[src/rtl/seq_divider_pkg.sv]
// Shared definitions for the sequential restoring divider: FSM states,
// default operand width and the iteration-counter width helper.
package seq_divider_pkg;

  localparam int DEF_WIDTH = 8;

  typedef enum logic [1:0] {
    ST_IDLE = 2'd0,
    ST_DIV  = 2'd1,
    ST_DONE = 2'd2
  } state_e;

  // Counter must hold WIDTH itself, not just WIDTH-1.
  function automatic int cnt_width(input int width);
    return $clog2(width + 1);
  endfunction

endpackage

[src/rtl/seq_divider_if.sv]
// start/busy/done handshake and operand/result bus of the sequential divider.
interface seq_divider_if #(
  parameter int WIDTH = seq_divider_pkg::DEF_WIDTH
);
  logic             start;
  logic [WIDTH-1:0] dividend;
  logic [WIDTH-1:0] divisor;
  logic             busy;
  logic             done;
  logic [WIDTH-1:0] quotient;
  logic [WIDTH-1:0] remainder;
  logic             div_by_zero;

  modport master (
    output start, dividend, divisor,
    input  busy, done, quotient, remainder, div_by_zero
  );

  modport slave (
    input  start, dividend, divisor,
    output busy, done, quotient, remainder, div_by_zero
  );
endinterface

[src/rtl/seq_divider_add_sub.sv]
// Combinational ripple-carry adder/subtractor; sub=1 gives in_1-in_2 with
// Cout=1 meaning no borrow.
module add_sub_unit #(
  parameter int WIDTH = 9
) (
  input  logic [WIDTH-1:0] in_1,
  input  logic [WIDTH-1:0] in_2,
  input  logic             sub,
  output logic [WIDTH-1:0] s_mod,
  output logic             Cout
);
  logic [WIDTH:0]   carry;
  logic [WIDTH-1:0] b_eff;

  always_comb begin
    b_eff    = in_2 ^ {WIDTH{sub}};
    carry    = '0;
    carry[0] = sub;
    s_mod    = '0;
    for (int unsigned i = 0; i < WIDTH; i++) begin
      s_mod[i]   = in_1[i] ^ b_eff[i] ^ carry[i];
      carry[i+1] = (in_1[i] & b_eff[i]) | (carry[i] & (in_1[i] ^ b_eff[i]));
    end
    Cout = carry[WIDTH];
  end
endmodule

[src/rtl/seq_divider.sv]
// Iterative unsigned restoring divider: one quotient bit per clock via trial
// subtraction, with start/busy/done handshake and divide-by-zero flag.
module seq_divider
  import seq_divider_pkg::*;
#(
  parameter int WIDTH = DEF_WIDTH
) (
  input logic          clk,
  input logic          rst,
  seq_divider_if.slave bus
);
  localparam int CNT_W = cnt_width(WIDTH);

  state_e             state_q, state_d;
  logic [CNT_W-1:0]   cnt_q, cnt_d;
  logic [WIDTH-1:0]   q_q, q_d;
  logic [WIDTH:0]     r_q, r_d;
  logic [WIDTH-1:0]   dvsr_q, dvsr_d;
  logic [WIDTH-1:0]   quot_q, quot_d;
  logic [WIDTH-1:0]   rem_q, rem_d;
  logic               dbz_q, dbz_d;
  logic               busy_q, busy_d;
  logic               done_q, done_d;

  logic [WIDTH:0]     rs;
  logic [WIDTH:0]     trial;
  logic               cout;
  logic               r_msb_unused;

  // Shifted R is always < 2*divisor, so R's top bit never feeds the next shift.
  assign rs           = {r_q[WIDTH-1:0], q_q[WIDTH-1]};
  assign r_msb_unused = r_q[WIDTH];

  add_sub_unit #(.WIDTH(WIDTH + 1)) u_add_sub (
    .in_1  (rs),
    .in_2  ({1'b0, dvsr_q}),
    .sub   (1'b1),
    .s_mod (trial),
    .Cout  (cout)
  );

  always_comb begin
    state_d = state_q;
    cnt_d   = cnt_q;
    q_d     = q_q;
    r_d     = r_q;
    dvsr_d  = dvsr_q;
    quot_d  = quot_q;
    rem_d   = rem_q;
    dbz_d   = dbz_q;
    unique case (state_q)
      ST_IDLE: begin
        if (bus.start) begin
          dvsr_d = bus.divisor;
          if (bus.divisor != '0) begin
            q_d     = bus.dividend;
            r_d     = '0;
            cnt_d   = '0;
            dbz_d   = 1'b0;
            state_d = ST_DIV;
          end else begin
            quot_d  = '1;
            rem_d   = bus.dividend;
            dbz_d   = 1'b1;
            state_d = ST_DONE;
          end
        end
      end
      ST_DIV: begin
        if (cout) begin
          r_d = trial;
          q_d = {q_q[WIDTH-2:0], 1'b1};
        end else begin
          r_d = rs;
          q_d = {q_q[WIDTH-2:0], 1'b0};
        end
        cnt_d = cnt_q + CNT_W'(1);
        if (cnt_q == CNT_W'(WIDTH - 1)) begin
          quot_d  = q_d;
          rem_d   = r_d[WIDTH-1:0];
          state_d = ST_DONE;
        end
      end
      ST_DONE: state_d = ST_IDLE;
      default: state_d = ST_IDLE;
    endcase
    busy_d = (state_d == ST_DIV);
    done_d = (state_d == ST_DONE);
  end

  always_ff @(posedge clk) begin
    if (rst) begin
      state_q <= ST_IDLE;
      cnt_q   <= '0;
      q_q     <= '0;
      r_q     <= '0;
      dvsr_q  <= '0;
      quot_q  <= '0;
      rem_q   <= '0;
      dbz_q   <= 1'b0;
      busy_q  <= 1'b0;
      done_q  <= 1'b0;
    end else begin
      state_q <= state_d;
      cnt_q   <= cnt_d;
      q_q     <= q_d;
      r_q     <= r_d;
      dvsr_q  <= dvsr_d;
      quot_q  <= quot_d;
      rem_q   <= rem_d;
      dbz_q   <= dbz_d;
      busy_q  <= busy_d;
      done_q  <= done_d;
    end
  end

  assign bus.busy        = busy_q;
  assign bus.done        = done_q;
  assign bus.quotient    = quot_q;
  assign bus.remainder   = rem_q;
  assign bus.div_by_zero = dbz_q;
endmodule
[src/flat_wrapper.sv]
// flat-port wrapper written by rule: the top's interface ports become plain ports
module seq_divider_flat import seq_divider_pkg::*;
#(
  parameter int WIDTH = DEF_WIDTH
)
  (clk, rst, bus_start, bus_dividend, bus_divisor, bus_busy, bus_done, bus_quotient, bus_remainder, bus_div_by_zero);
  seq_divider_if #(.WIDTH(WIDTH)) bus_i ();
  input logic clk;
  input logic rst;
  input wire logic [$bits(bus_i.start)-1:0] bus_start;
  input wire logic [$bits(bus_i.dividend)-1:0] bus_dividend;
  input wire logic [$bits(bus_i.divisor)-1:0] bus_divisor;
  output wire logic [$bits(bus_i.busy)-1:0] bus_busy;
  output wire logic [$bits(bus_i.done)-1:0] bus_done;
  output wire logic [$bits(bus_i.quotient)-1:0] bus_quotient;
  output wire logic [$bits(bus_i.remainder)-1:0] bus_remainder;
  output wire logic [$bits(bus_i.div_by_zero)-1:0] bus_div_by_zero;
  assign bus_i.start = bus_start;
  assign bus_i.dividend = bus_dividend;
  assign bus_i.divisor = bus_divisor;
  assign bus_busy = bus_i.busy;
  assign bus_done = bus_i.done;
  assign bus_quotient = bus_i.quotient;
  assign bus_remainder = bus_i.remainder;
  assign bus_div_by_zero = bus_i.div_by_zero;
  seq_divider #(.WIDTH(WIDTH)) u_core (.clk(clk), .rst(rst), .bus(bus_i));
endmodule
[config.mk]
export PLATFORM = sky130hd
export DESIGN_NAME = seq_divider_flat
export DESIGN_NICKNAME = d
export VERILOG_FILES = /design/src/rtl/seq_divider_pkg.sv /design/src/rtl/seq_divider_if.sv /design/src/rtl/seq_divider_add_sub.sv /design/src/rtl/seq_divider.sv /design/src/flat_wrapper.sv
export SDC_FILE = /design/constraint.sdc
export NUM_CORES = 1
export LEC_CHECK = 0
export CAP_MARGIN = 0
export CORE_MARGIN = 10
export CORE_UTILIZATION = 35
export DETAILED_ROUTE_END_ITERATION = 8
export PLACE_DENSITY = 0.66
export SYNTH_ARGS = -nofsm -noshare
export SYNTH_HDL_FRONTEND = slang
export SYNTH_SLANG_ARGS = --single-unit
[constraint.sdc]
create_clock -name clk -period 5.3 [get_ports clk]
set_input_delay 1.325 -clock clk [delete_from_list [all_inputs] [get_ports clk]]
set_output_delay 1.325 -clock clk [all_outputs]
set_load 0.01 [all_outputs]
==> results of run 1 <==
==> flip-flops by register name, indices dropped and copies added, names as in the netlist <==
name	count
u_core.bus.busy	1
u_core.q_q	8
u_core.bus.done	1
u_core.bus.remainder	8
u_core.dvsr_q	8
u_core.bus.div_by_zero	1
u_core.state_q	2
u_core.r_q	8
u_core.bus.quotient	8
u_core.cnt_q	4
==> final cells by class <==
cell class | instances | area share [%]
Multi-Input combinational cell | 175 | 41.8
Inverter | 11 | 1.45
Tap cell | 77 | 3.39
Clock buffer | 5 | 2.42
Timing Repair Buffer | 41 | 14.1
Sequential cell | 49 | 34.5
Clock inverter | 3 | 2.29
==> cells in the final DEF, fill, tap and decap left out, types with 2 or more instances in the layout <==
master and n:
dfxtp_1 49, nor2_1 38, clkdlybuf4s50_1 37, nor3_1 23, a21oi_1 15, a211oi_1 12, inv_1 11, nor4_1 7
nand2_1 7, mux2i_1 7, nor3b_1 7, a31oi_1 7, a221oi_1 7, fa_1 7, clkbuf_8 5, nand2b_1 4
buf_4 4, nand3_2 3, nand3_1 3, nor2b_1 2, nor4_2 2, or4_4 2, o21ai_0 2, a31o_1 2
mux2_2 2, ha_1 2, bufinv_16 2
==> final timing paths <==
check | slack (ns) | cells past startpoint | startpoint | endpoint
worst min register to register | 0.49 | 2 | u_core.q_q[6]$_SDFFE_PP0P_ | u_core.q_q[6]$_SDFFE_PP0P_
worst max-delay path | 1.17 | 15 | u_core.q_q[7]$_SDFFE_PP0P_ | u_core.bus.remainder[5]$_SDFFE_PP0P_
worst min-delay path | 0.49 | 2 | u_core.q_q[6]$_SDFFE_PP0P_ | u_core.q_q[6]$_SDFFE_PP0P_
worst max register to register | 1.17 | 15 | u_core.q_q[7]$_SDFFE_PP0P_ | u_core.bus.remainder[5]$_SDFFE_PP0P_
==> worst max-delay path, delay by kind of cell (launching register included) <==
family                   cells  cell delay [ns]
adder cells (fa/ha/maj)      8             2.52
AO/OA/AOI/OAI                2             0.24
flip-flops                   1             0.36
AND/OR/NAND/NOR              1             0.33
multiplexers                 1             0.40
buffers and inverters        3             0.17
==> power breakdown <==
part           total (mW)  switching, mW  leakage, nW  internal (mW)
Clock               0.313          0.126       0.0681          0.187
Combinational       0.166         0.0912        0.533         0.0746
Sequential          0.402         0.0147        0.400          0.387
Total               0.881          0.232         1.00          0.649
==> cell families after synthesis <==
group	after synthesis	synth area share [%]
and+or+nand+nor	104	24.2
AOI/OAI and AO/OA	53	16.3
DFF	49	42.7
buffers and inverters	29	5.51
muxes	9	4.03
adders and majority gates	9	7.20
==> layer usage <==
metal | track usage (%) | up-vias | part of all wire (%)
met1 | 14.6 | 912 | 48
li1 | - | 962 | -
met4 | 3.54 | 0 | 0.97
met5 | 0 | - | 0
met3 | 3.43 | 7 | 7.0
met2 | 15.2 | 55 | 44
==> reports/qor.yml, run 1 <==
status:
  status: "finished clean"
synth:
  async_reset_ff_share_pct: 0
  syn_nets: 281
  syn_area_mm2: 0.00229
  yosys.cell_count.top_type: "dfxtp_1"
  avgSynthCellArea_um2: 9.07
  synthesis.yosys.warnings: 0
  ys_ff_latch: 49
  edff_count_synth: 0
  synth.distinct_cells: 41
  synthDominantCellAreaShare_pct: 42.7
  synthCells: 253
  synth.top_cells.by_area: "dfxtp_1, nor2_1, fa_1"
  seq_area_frac_synth_pct: 42.7
  synthTopCellsByCount: "dfxtp_1, nor2_1, nor3_1, a21oi_1, a211oi_1"
  ys.flop_type: "dfxtp_1"
  synth_top_cell_by_area: "dfxtp_1"
global_route:
  wire_length_of_the_first_global_routing_pass_um: 8850
  globalRouteTotalUtil_pct: 10.6
  grt_start_max_net_pins: 33
  number_of_global_route_vias_before_repair: 1774
  grt_antenna_before_repair: 0
  globalRouteOverflowTotal: 0
pwr:
  totalPowerFinal_uw: 881
  ir_drop_mv: 0.134
  power_per_cell_area_mw_per_mm2: 310
  reported_leakage_power_nw: 1.00
floorplan:
  design.portCount: 38
  start_util_pct: 36.1
  die_area_mm2: 0.0102
  fp-row-count: 29
  core_area_mm2: 0.00635
  die_w_um: 101
  overall_die_height_um: 101
layout:
  final.fill_count: 622
  area.sequential_um2: 981
  areaGrowthSynthToFinish_pct: 23.8
  fin_util_pct: 44.7
  final_cell_count_no_fill: 361
  drive_gt1_share_pct: 9.15
  cell_area_after_layout_mm2: 0.00284
  final_net_count: 311
  antenna_cells: 0
  area_occupied_by_multi_input_gates_mm2: 0.00119
placement:
  placedCellCount: 353
  port-buffer-count: 37
  pre_cts_slack_ns: 1.15
  gp_routability_congestion: 0.882
  dp_hpwl_um: 4100
  placed_cell_area_mm2: 0.00271
sta:
  period_needed_ns: 4.13
  worst_slew_margin_rel_pct: 60.7
  skew_ns: 0.00921
  worst_pin_slew_ns: 0.589
  setup-violations-final: 0
  max_freq_mhz: 242
  setup_repair_after_global_routing_missed_its_margin: "false"
  post-route-worst-setup-slack_ns: 1.17
  timing.hold.ws_ns: 0.485
  final_hold_viol_count: 0
  period_share_pct: 77.9
  timing_max_transition_violations_final: 0
  setup-tns-final_ns: 0
clocking:
  numCtsBuffers: 5
  cts-root-buf: "clkbuf_8"
  post_cts_resize_count: 0
  cts.repair_timing.setup_buffer_count: 0
  h_tree_lvls: 2
  cts_max_path_buffers: 2
  cts_hold_repair.buffers: 0
  insertion_delay_ns: 0.31
  tritoncts: "built"
  path_clk_slew_ns: 0.09
  cts.sink_count: 49
route:
  route.detailed.wl_per_inst_um: 15.1
  route.detailed.vias_per_inst: 5.36
  route.final.wire_length_um: 5450
  firstDrtPassIters: 4
  drtAntennaViolNets: 0
  via_count: 1936
  drt-initial-drc-count: 95
  drt_drc_violations_left: 0
worst_setup_path:
  worst_ep_arrival_time_ns: 4.33
  crit_path_max_incr_delay_ns: 0.45
  timing.critical_path.mode_cell: "fa_1"
  crit_path_top_delay_cell: "fa_1"
  critical_path.endpoint_type: "register"
  critPathLaunchType: "register"
  class_of_the_most_critical_setup_path: "register to register"
  crit_path_cells: "inv_1 > ha_1 > fa_1 > fa_1 > fa_1 > fa_1 > inv_1 > fa_1 > fa_1 > inv_1 > fa_1 > nand2b_1 > mux2_2 > o221ai_1 > a21oi_1"
  critical_path.max_fanout: 10
  required_arrival_time_at_the_worst_endpoint_ns: 5.50
flow_run:
  max_capacitance_violation_count: 0
worst_hold_path:
  min-delay-path-class: "register to register"
No activity file was read; power rests on OpenSTA's default activity.
==> inputs of run 2 (changes only) <==
==> constraint.sdc (replaced) <==
create_clock -name clk -period 4.2 [get_ports clk]
set_input_delay 1.05 -clock clk [delete_from_list [all_inputs] [get_ports clk]]
set_output_delay 1.05 -clock clk [all_outputs]
set_load 0.01 [all_outputs]
==> run 2 against run 1 <==
- total power rose by 23%
- critical path type unchanged
- hold slack got worse by 0.018 ns
- flip-flop and latch count did not move
- fmax rose by 3.2%
==> reports/qor.yml, run 2 (synthesis gave the netlist of run 1 again) <==
status:
  status: "finished clean"
route:
  route.final.wire_length_um: 5520  # +1.3%
  drt-initial-drc-count: 86  # -9.5%
  firstDrtPassIters: 4  # unchanged
  route.detailed.wl_per_inst_um: 15.3  # +1.0%
  drt-met1-wl_um: 2660  # +1.5%
  dr_wl_met2_um: 2440  # +2.0%
  via_count: 1929  # -0.36%
  highest_layer: "met4"
  route.detailed.vias_per_inst: 5.33  # -0.64%
  drtAntennaViolNets: 0  # unchanged
  drt_drc_violations_left: 0  # unchanged
  total_length_of_routed_met3_wires_um: 401  # +5.2%
pwr:
  reported_leakage_power_nw: 0.995  # -0.59%
  power_per_cell_area_mw_per_mm2: 379  # +22%
  ir_drop_mv: 0.211  # +58%
worst_setup_path:
  class_of_the_most_critical_setup_path: "register to register"
  critical_path.max_fanout: 7  # -3
  required_arrival_time_at_the_worst_endpoint_ns: 4.41  # -1.09 ns
  critPathLaunchType: "register"
  worstReg2RegStart: "u_core.q_q[7]$_SDFFE_PP0P_"
  critical_path.endpoint_type: "register"
  cp-startpoint: "u_core.q_q[7]$_SDFFE_PP0P_"
  worst_ep_arrival_time_ns: 4.21  # -0.12 ns
placement:
  dp_hpwl_um: 3980  # -2.9%
  gp_routability_congestion: 0.836  # -5.3%
  port-buffer-count: 37  # unchanged
floorplan:
  die_area_mm2: 0.0102  # unchanged
  fp-row-count: 29  # unchanged
  core_area_mm2: 0.00635  # unchanged
  overall_die_height_um: 101  # unchanged
  start_util_pct: 36.1  # unchanged
  design.portCount: 38  # unchanged
  die_w_um: 101  # unchanged
clocking:
  cts.sink_count: 49  # unchanged
  path_clk_slew_ns: 0.09  # about the same
  cts_hold_repair.buffers: 0  # unchanged
  insertion_delay_ns: 0.30  # about the same
  cts-root-buf: "clkbuf_8"
  h_tree_lvls: 2  # unchanged
  post_cts_resize_count: 0  # unchanged
  numCtsBuffers: 5  # unchanged
  cts.repair_timing.setup_buffer_count: 0  # unchanged
  tritoncts: "built"
  cts_max_path_buffers: 2  # unchanged
global_route:
  grt_antenna_before_repair: 0  # unchanged
  wire_length_of_the_first_global_routing_pass_um: 9140  # +3.2%
  globalRouteOverflowTotal: 0  # unchanged
  grt_start_max_net_pins: 48  # +45%
  globalRouteTotalUtil_pct: 10.8  # +0.15 points
  number_of_global_route_vias_before_repair: 1921  # +8.3%
sta:
  period_needed_ns: 4.00  # -0.127 ns
  period_share_pct: 95.3  # +17 points
  timing.hold.ws_ns: 0.467  # -0.0178 ns
  setup-violations-final: 0  # unchanged
  final_hold_viol_count: 0  # unchanged
  timing_max_transition_violations_final: 0  # unchanged
  worst_pin_slew_ns: 0.615  # +0.0255 ns
  setup_repair_after_global_routing_missed_its_margin: "false"
  max_freq_mhz: 250  # +3.2%
  skew_ns: 0.0123  # +0.00307 ns
  setup-tns-final_ns: 0  # unchanged
  worst_slew_margin_rel_pct: 59.0  # -1.7 points
layout:
  antenna_cells: 0  # unchanged
  layout_common_cells: "dfxtp_1, nor2_1, clkdlybuf4s50_1"
  areaGrowthSynthToFinish_pct: 24.4
  layout.cells.most_common: "dfxtp_1"
  final_net_count: 312  # +0.32%
  drive_gt1_share_pct: 11.2  # +2.1 points
worst_hold_path:
  min-delay-path-class: "register to register"
  min-delay-start: "u_core.bus.remainder[5]$_SDFFE_PP0P_"
flow_run:
  max_capacitance_violation_count: 0  # unchanged
[run 2: worst max-delay path: stages (launching register included)]
cell and delay [ns]:
dfxtp_1 0.37, inv_1 0.06, ha_1 0.20, fa_1 0.39, fa_1 0.39, fa_1 0.39, fa_1 0.37, inv_1 0.07
fa_1 0.19, fa_1 0.18, inv_1 0.05, fa_2 0.40, nor3b_1 0.17, a211oi_1 0.34, a21oi_1 0.07, a221oi_1 0.29
[run 2: area by class of cell]
cell class                      instances  area [um^2]
Clock buffer                            5         68.8
Inverter                               11         41.3
Sequential cell                        49          981
Multi-Input combinational cell        175         1210
Fill cell                             626         3500
Timing Repair Buffer                   42          408
Clock inverter                          3         46.3
Tap cell                               77         96.3
[run 2: through the flow]
stage                     instances  total power, mW  cell area [um^2]  utilization [%]  setup WS, ns
after global routing            362             1.14              2850             44.9        0.0138
after floorplan                 253            0.668              2290                -         0.351
after CTS                       362             1.08              2830             44.6         0.118
after global placement          354            0.733              2710             42.7         0.250
after detailed placement        354            0.734              2710             42.7         0.142
final                           362             1.08              2850             44.9         0.196
[run 2: final timing paths]
check / end / slack [ns] / cells after the start
worst min-delay path: u_core.bus.remainder[5]$_SDFFE_PP0P_ / 0.47 / 2
worst max-delay path: u_core.bus.remainder[4]$_SDFFE_PP0P_ / 0.20 / 15
worst min register to register: u_core.bus.remainder[5]$_SDFFE_PP0P_ / 0.47 / 2
worst max register to register: u_core.bus.remainder[4]$_SDFFE_PP0P_ / 0.20 / 15
[run 2: per-layer routing]
metal  global-route usage (%)  up-vias
li1                         -      964
met1                     14.3      912
met2                     16.6       51
met3                     3.43        2
met4                     2.36        0
met5                        0        -
[run 2: where the power goes]
| part | total [mW] | switching (mW) | internal [mW] |
|---|---|---|---|
| clock | 0.342 | 0.164 | 0.178 |
| sequential | 0.507 | 0.0186 | 0.489 |
| combinational | 0.232 | 0.126 | 0.106 |
| total | 1.08 | 0.308 | 0.773 |
==> patch 1, RTL diff (settings of run 2) <==
Re-encode `state_e` (3 states) as one-hot, 3 bits wide.
--- a/src/rtl/seq_divider_pkg.sv
+++ b/src/rtl/seq_divider_pkg.sv
@@ -5,8 +5,8 @@
   localparam int DEF_WIDTH = 8;
 
-  typedef enum logic [1:0] {
-    ST_IDLE = 2'd0,
-    ST_DIV  = 2'd1,
-    ST_DONE = 2'd2
+  typedef enum logic [2:0] {
+    ST_IDLE = 3'b001,
+    ST_DIV  = 3'b010,
+    ST_DONE = 3'b100
   } state_e;
 
Function: no difference found for any inputs over 10 cycles, from zero or initial values and one cycle with rst high; not proved beyond that.
==> patch 1 against run 2 <==
Synthesized area fell by 1.3%. Power rose by 1.9%. Design area fell by 0.35%. Non-clock buffer count fell by 1. Cell count fell by 1.7%. Global-route usage rose by 0.21 points. Utilization rose by 0.10 points. Sequential cell count rose by 1. Worst hold slack got worse by 0.0042 ns. Routed wire length fell by 0.18%. Worst setup slack improved by 0.046 ns. Sequential power rose by 4.3%. First-iteration DRC count rose by 74%. Largest power group unchanged. Highest routed layer unchanged.
==> patch 1: results <==
metrics = {
    "global_route": {
        "grt_use_total_pct": 11.0,
        "grt_max_degree": 37,
        "grt_first_pass_wirelength_um": 9180,
        "grt_pass1_vias": 1917,
    },
    "cts": {
        "post_cts_resize_count": 1,
    },
    "outcome": {
        "outcome": "finished clean",
    },
    "placed_design": {
        "preCtsSetupSlack_ns": -0.0235,
        "dp_hpwl_um": 4100,
        "gp_congestion": 0.846,
    },
    "critical_path": {
        "r2r_slack_ns": 0.24,
    },
    "drt": {
        "wl_per_cell_um": 15.5,
        "drtIter0Drc": 150,
        "wirelength_um": 5510,
    },
    "power_and_ir_drop": {
        "ir_worst_vdd_v": 0.000188,
        "power.leakage_nw": 0.968,
    },
    "logic_synthesis": {
        "synth.avg_cell_area_um2": 9.21,
        "synthTopCellsByCount": "50 x dfxtp_1, 38 x nand2_1, 17 x nor2_1",
        "synth_area_leaders": "dfxtp_1 44%, nand2_1 6.3%, fa_1 6.2%",
        "synthDistinctLibCells": 38,
        "synth_nets": 274,
        "yosysSeqAreaShare_pct": 44.2,
    },
    "finish": {
        "syn_to_final_growth_pct": 25.6,
    },
    "timing": {
        "skew_ns": 0.00685,
    },
    "hold_path": {
        "min_from": "u_core.bus.remainder[2]$_SDFFE_PP0P_",
        "holdPathEnd": "u_core.bus.remainder[2]$_SDFFE_PP0P_",
    },
}
## patch 1: logic make-up (layout without fill, tap and decap cells)
| logic type | count (synthesis) | after routing | synth area share [%] |
|---|---|---|---|
| flops | 50 | 50 | 44.2 |
| simple gates | 85 | 85 | 18.7 |
| fa+ha+maj | 9 | 9 | 7.29 |
| xor+xnor | 3 | 3 | 1.16 |
| buf+inv | 33 | 66 | 5.91 |
| mux | 3 | 3 | 1.49 |
| compound gates | 63 | 63 | 21.2 |
## patch 1: area by class of cell
cell class	count	share of cell area, %
Clock buffer	5	2.42
Clock inverter	3	1.58
Inverter	17	2.24
Multi-Input combinational cell	163	41.1
Sequential cell	50	35.2
Tap cell	77	3.39
Timing Repair Buffer	41	14.1
## patch 1: metrics by stage
stage,setup TNS [ns],hold WS [ns],total power [mW]
floorplan,0,0.436,0.671
detailed placement,-0.0235,0.454,0.756
CTS,0,0.467,1.10
finish,0,0.463,1.10
global placement,0,0.448,0.754
global route,0,0.485,1.16
## patch 1: layer usage
metal  vias up  wire, um  GRT usage, %
met1       919      2680          14.3
met4         0        63          3.37
met2        51      2370          16.5
li1        944         -             -
met5         -         0             0
met3         5       403          4.05
## patch 1: worst max-delay path, cell delays in order (launching register included)
cell and delay (ns):
dfxtp_1 0.37, inv_1 0.05, ha_1 0.20, fa_1 0.44
fa_1 0.39, fa_1 0.40, fa_1 0.37, inv_1 0.08
fa_1 0.18, fa_1 0.17, inv_1 0.06, fa_2 0.40
nor3b_1 0.17, a211oi_1 0.28, a2111oi_0 0.11, a211oi_1 0.22
## patch 1: report_power, final
part           internal [mW]  leakage, nW  switching, mW
combinational          0.112        0.509          0.118
clock                  0.177       0.0504          0.166
sequential             0.506        0.409         0.0227
==> patch 2, RTL diff (config.mk and constraints of run 2) <==
Without the edit above. The package constant `DEF_WIDTH` goes from 8 to 9.
--- a/src/rtl/seq_divider_pkg.sv
+++ b/src/rtl/seq_divider_pkg.sv
@@ -3,5 +3,5 @@
 package seq_divider_pkg;
 
-  localparam int DEF_WIDTH = 8;
+  localparam int DEF_WIDTH = 9;
 
   typedef enum logic [1:0] {
Ports: changed (resized bus_dividend, bus_divisor, bus_quotient and bus_remainder); port bits go from 38 to 42. The function was not compared with the original's and may differ.
==> patch 2 against run 2 <==
Sequential cell count grew 5. Largest power group unchanged. Synthesized area grew 12%. Highest routed layer unchanged. Routed wire length grew 20%. Design area grew 15%. Worst setup slack lost 0.11 ns. Power grew 9.1%. Combinational power grew 44%.
==> patch 2: results <==
metrics = {
    "global_route": {
        "grt_max_degree": 51,
        "grt_first_pass_wirelength_um": 10900,
        "grtUsageMet1_pct": 14.2,
        "grt_pass1_vias": 2191,
        "grt_use_total_pct": 11.6,
    },
    "critical_path": {
        "cp_slowest_stage_delay_ns": 0.43,
        "critPathMaxFanout": 8,
        "ff2ff_path_depth": 16,
    },
    "logic_synthesis": {
        "synth_compound_area_share_pct": 19.1,
        "synthDistinctLibCells": 37,
        "synth_nets": 315,
        "yosysSeqAreaShare_pct": 42.0,
        "synthTopCellsByCount": "54 x dfxtp_1, 33 x nor2_1, 20 x nor3_1",
        "synth_fa_ha_area_share_pct": 7.68,
        "synth_mux_area_share_pct": 4.28,
    },
    "placed_design": {
        "dp_hpwl_um": 4750,
        "gp_congestion": 0.837,
        "numPortBuffers": 41,
        "preCtsSetupSlack_ns": -0.153,
    },
    "drt": {
        "via_per_inst": 5.20,
        "route.met3.wl_um": 328,
        "wl_per_cell_um": 15.7,
        "met2_length_um": 3310,
        "wirelength_um": 6640,
        "drtIter0Drc": 116,
    },
    "finish": {
        "n_fill_cell": 720,
        "buffer_area_share_pct": 15.8,
        "num-multi-input-gates": 193,
        "clk_share_pct": 2.44,
        "seq_area_um2": 1080,
        "nClkBuffers": 6,
        "drive_gt1_share_pct": 16.7,
        "nets": 356,
    },
    "timing": {
        "max_freq_ghz": 0.243,
        "hold_ws_ns": 0.494,
        "skew_ns": 0.0102,
    },
    "outcome": {
        "outcome": "finished clean",
    },
    "hold_path": {
        "holdPathEnd": "u_core.bus.div_by_zero$_SDFFE_PP0P_",
    },
    "cts": {
        "post_cts_resize_count": 6,
    },
    "power_and_ir_drop": {
        "ir_worst_vdd_v": 0.000130,
        "power.leakage_nw": 1.20,
    },
}
==> patch 2: changes by cell type in the layout (fill, tap and decap cells not counted), sizes merged, moves of 4 or more <==
cell / run 2 / this run
a211oi: 12 / 17
nor4: 9 / 1
nor2: 39 / 34
a21oi: 15 / 19
o31ai: 0 / 8
nand2: 7 / 19
mux2i: 7 / 11
buf: 5 / 14
clkdlybuf4s50: 37 / 41
dfxtp: 49 / 54
a221oi: 7 / 0
a311oi: 0 / 8
inv: 11 / 15
==> patch 2: stage by stage <==
step                TNS [ns]  utilization (%)  cell area [um2]
floorplan                  0                -             2590
global placement      -0.137             43.2             3120
detailed placement     -1.06             43.2             3120
CTS                        0             44.7             3220
global route          -0.450             45.5             3280
finish                     0             45.5             3280
==> patch 2: power by group <==
group / internal (mW) / leakage [nW] / switching [mW]
clock network: 0.115 / 0.0373 / 0.168
logic: 0.165 / 0.718 / 0.169
registers: 0.539 / 0.441 / 0.0249
total: 0.819 / 1.20 / 0.362
